--- src/rtl/seg_scan_controller.sv ---
// seg_scan_controller: time-multiplexed 4-digit BCD scanner with double-buffered load, leading-zero suppression and anti-ghost blanking
module seg_scan_controller #(
  parameter int REFRESH_DIV  = 100000,
  parameter int BLANK_CYCLES = 2000
) (
  input  logic        clk,
  input  logic        reset,
  input  logic        enable,
  input  logic        lz_suppress,
  input  logic        load_valid,
  input  logic [15:0] load_data,
  output logic        load_ready,
  output logic [3:0]  digit_num,
  output logic [3:0]  anode,
  output logic [1:0]  digit_sel,
  output logic        frame_done
);
  localparam int CW = $clog2(REFRESH_DIV);
  typedef enum logic [1:0] {IDLE, BLANK, DRIVE} state_t;
  state_t state, state_n;
  logic [CW-1:0] cnt, cnt_n;
  logic [1:0] slot, slot_n;
  logic [15:0] active, active_n, shadow;
  logic pending, pending_n, accept, commit, supp_n, z3, z2, z1;
  logic [3:0] nib_n;
  assign digit_sel = slot;
  // slot sequencing: blank window, then drive window, abandon the slot when disabled
  always_comb begin
    state_n = state;
    cnt_n = cnt;
    slot_n = slot;
    if (!enable) begin
      state_n = IDLE;
      cnt_n = '0;
      slot_n = '0;
    end else if (state == IDLE) begin
      state_n = BLANK;
      cnt_n = '0;
      slot_n = '0;
    end else if (state == BLANK) begin
      cnt_n = cnt + CW'(1);
      state_n = (cnt == CW'(BLANK_CYCLES - 1)) ? DRIVE : BLANK;
    end else if (cnt == CW'(REFRESH_DIV - 1)) begin
      state_n = BLANK;
      cnt_n = '0;
      slot_n = slot + 2'd1;
    end else begin
      cnt_n = cnt + CW'(1);
    end
  end
  // handshake, frame-boundary commit and next-cycle output values
  always_comb begin
    accept = load_valid && !pending;
    commit = pending && (frame_done || state == IDLE);
    active_n = commit ? shadow : active;
    pending_n = commit ? 1'b0 : (accept || pending);
    nib_n = active_n[4*slot_n +: 4];
    z3 = active_n[15:12] == 4'd0;
    z2 = z3 && active_n[11:8] == 4'd0;
    z1 = z2 && active_n[7:4] == 4'd0;
    supp_n = lz_suppress && (slot_n == 2'd3 ? z3 : slot_n == 2'd2 ? z2 : slot_n == 2'd1 ? z1 : 1'b0);
  end
  // all state and outputs registered so nothing on the pins depends combinationally on inputs
  always_ff @(posedge clk) begin
    if (reset) begin
      state <= IDLE;
      cnt <= '0;
      slot <= '0;
      active <= '0;
      shadow <= '0;
      pending <= 1'b0;
      load_ready <= 1'b1;
      digit_num <= '0;
      anode <= 4'hF;
      frame_done <= 1'b0;
    end else begin
      state <= state_n;
      cnt <= cnt_n;
      slot <= slot_n;
      active <= active_n;
      if (accept) shadow <= load_data;
      pending <= pending_n;
      load_ready <= !pending_n;
      digit_num <= nib_n;
      anode <= (state_n == DRIVE && !supp_n) ? ~(4'b0001 << slot_n) : 4'hF;
      frame_done <= state_n == DRIVE && slot_n == 2'd3 && cnt_n == CW'(REFRESH_DIV - 1);
    end
  end
endmodule
--- config.mk ---
export PLATFORM = sky130hd
export DESIGN_NAME = seg_scan_controller
export DESIGN_NICKNAME = d
export VERILOG_FILES = /design/src/rtl/seg_scan_controller.sv
export SDC_FILE = /design/constraint.sdc
export NUM_CORES = 1
export LEC_CHECK = 0
export ABC_AREA = 1
export BUFFER_PORTS_ARGS = -buffer_cell sky130_fd_sc_hd__buf_2
export CAP_MARGIN = 20
export CORE_MARGIN = 3
export CORE_UTILIZATION = 45
export DETAILED_ROUTE_END_ITERATION = 10
export GPL_TIMING_DRIVEN = 0
export SLEW_MARGIN = 10
export SYNTH_ARGS = -nofsm -noshare
export SYNTH_HDL_FRONTEND = slang
export SYNTH_SLANG_ARGS = --single-unit
--- constraint.sdc ---
create_clock -name clk -period 4.5 [get_ports clk]
set_clock_uncertainty 0.2 [all_clocks]
set_input_delay 0.675 -clock clk [delete_from_list [all_inputs] [get_ports clk]]
set_output_delay 0.675 -clock clk [all_outputs]
set_load 0.02 [all_outputs]
==> metrics.txt <==
die area=7489 um^2; gr ovfl total=0; CTS clk-pin slew, worst paths=70 ps; design area=3357 um^2; Placed Cells=516; TritonCTS buffer count=9; FF/Latch Area=1281 um^2; DR iter-0 viols=134; Syn Inst Count=409; via count=2616; worst setup margin=2255 ps; status=completed; Crit Reg-Reg Startpoint=cnt[0]; max cap viols=0; min-delay worst type=reg -> reg; Pwr per Cell Area=343.2 nW/um^2; Finished Layout Cells=532; Nets=474; DR vias/cell=4.917; CTS Root Cell=clkbuf_8; Worst EP required=4510 ps; R2R Path End=digit_num[2]; reg2reg setup slack=2260 ps; final setup vio count=0; number of flops mapped to enable cells by yosys=0; leak pwr=1.511 nW; Fmax=445.5 MHz; post-DP HPWL=5.119 mm; overall global routing resource usage=19.18%; hold path startpoint=active[11]; Initial Util=47.89%; post-CTS resize count=0; RSZ-0062 raised after global routing=false; CP Launch Type=flip-flop; Routed Antenna Nets=0; WP data arrival=2250 ps; post-layout util=55.07%; GPL Wtd Cong=0.8953; Rel. slew slack=59.79%; Final min period=2245 ps; library cells used by synthesis=37; endpoint class of the critical path=flip-flop; Max clock buf depth=2; initial antenna violation count=0; vias in the first global route=2371; final hold violations=0; n_diodes=0; Hold Path Sink=active[11]; Post-DP Area=3173 um^2; hold path cells=2; pin count of the biggest net entering global routing=12; clk_lat worst skew=340 ps; Tot Pwr=1.152 mW; synth-to-layout area growth=15.00%; syn nets=431; Yosys warning count=0; Residual DRC=0; Die Y=86.54 um; sequential area share after synthesis=43.89%; fin. max-slew vios=0; CP Max Fanout=7; CP Class=reg -> reg; Peak VDD IR=0.2205 mV; 1st-pass router iterations=5; Tightest Pin Transition=603.1 ps; drt wl/cell=12.54 um; I/O pin count=33; WL final=6.669 mm; Synth Register Bits=64; Post-Place Worst Slack=2277 ps; Register-to-Register Path Depth=12; H-tree level count=3; CTS tree=done; Synth Cell Area=2919 um^2; Tcrit/Tclk final=49.89%; Post-synth ARST share=0%; Hold Buf Count CTS=0; setup bufs post-CTS=0; final hold slack=270.2 ps; clock sinks=64; Rows=28; predominant post-synthesis flop cell=dfxtp_1; core area=6096 um^2; Die Width=86.54 um; Syn Area/Cell=7.137 um^2; Multi-input gate area=1400 um^2; first-pass GRT wire length=11.16 mm; Setup TNS Final=0 ps; FILL cells=631; layout cells sized above 1=18.60%; IO Port Bufs=32
-- cells by family (layout without fill, tap and decap cells) --
group / count (synthesis) / in the layout / synth area share (%)
xor gates and xnor gates: 7 / 7 / 2.100
AOI/OAI and AO/OA: 40 / 40 / 7.115
and+or+nand+nor: 232 / 232 / 35.88
buffers and inverters: 58 / 106 / 8.144
muxes: 7 / 7 / 2.443
DFF: 64 / 64 / 43.89
adders and majority gates: 1 / 1 / 0.4286
-- worst max-delay path, stage by stage, from the launching register on --
cell and delay, ps:
dfxtp_1 410, ha_1 230, nand3_2 160, inv_2 110
nand3_1 110, nand2_1 110, nand2_1 90, nor2_2 120
clkinv_2 130, nand2_2 150, nor2_1 50, nor2_1 120
a21oi_1 90
-- layer usage --
layer | share of wire, % | vias up | track usage, %
li1 | - | 1382 | -
met1 | 54 | 1154 | 28.77
met2 | 40 | 71 | 26.36
met3 | 5.1 | 9 | 3.992
met4 | 1.3 | 0 | 8.074
met5 | 0 | - | 0
-- sequential cells by signal, summed over array words and instances, names as in the netlist --
name and flops:
load_ready 1, digit_num 4, frame_done 1, anode 4, cnt 17, state 2
active 16, pending 1, shadow 16, digit_sel 2
-- power by group --
group	switching [mW]	internal, mW
sequential	0.0107	0.589
clock	0.222	0.230
combinational	0.0641	0.0368
-- synthesized netlist by cell type, types with 5 or more instances --
cell      instances  area share (%)
nor3_1           10             1.7
nor2_2            5             1.1
nand2_1          62             8.0
o21ai_1           6             1.0
xor2_1            5             1.5
dfxtp_1          64              44
o21ai_0          18             3.1
mux2i_1           6             2.1
inv_1            32             4.1
nor2_1          101              13
a21oi_1          13             2.2
clkbuf_1          7            0.90
inv_2            12             1.5
nand3_1          31             5.3
-- cell usage in the layout, fill, tap and decap left out, drive strengths merged --
cell,n
a21oi,13
and3,1
buf,36
clkbuf,19
clkinv,4
clkinvlp,2
dfxtp,64
ha,1
inv,45
mux2,1
mux2i,6
nand2,68
nand3,35
nand4,5
nor2,108
nor3,11
nor3b,1
nor4,1
o21a,1
o21ai,24
o21bai,2
or2,2
xnor2,2
xor2,5
-- cell type report --
cell class                      count  area share [%]
Sequential cell                    64           38.17
Buffer                             11           1.714
Inverter                           47           5.367
Clock inverter                      4          0.8572
Multi-Input combinational cell    287           41.71
Timing Repair Buffer               32           4.771
Clock buffer                       12           4.622
Tap cell                           75           2.795
-- worst max-delay path by stage --
stage | slack, ps | startpoint | endpoint | cells after the start
after global routing | 2090 | cnt[0] | frame_done | 12
after detailed placement | 2280 | cnt[0] | frame_done | 12
after floorplan | 2570 | cnt[0] | frame_done | 12
after global placement | 2290 | enable | frame_done | 11
after CTS | 2240 | cnt[0] | frame_done | 12
final | 2260 | cnt[0] | digit_num[2] | 12
(Power assumes the default switching activity.)
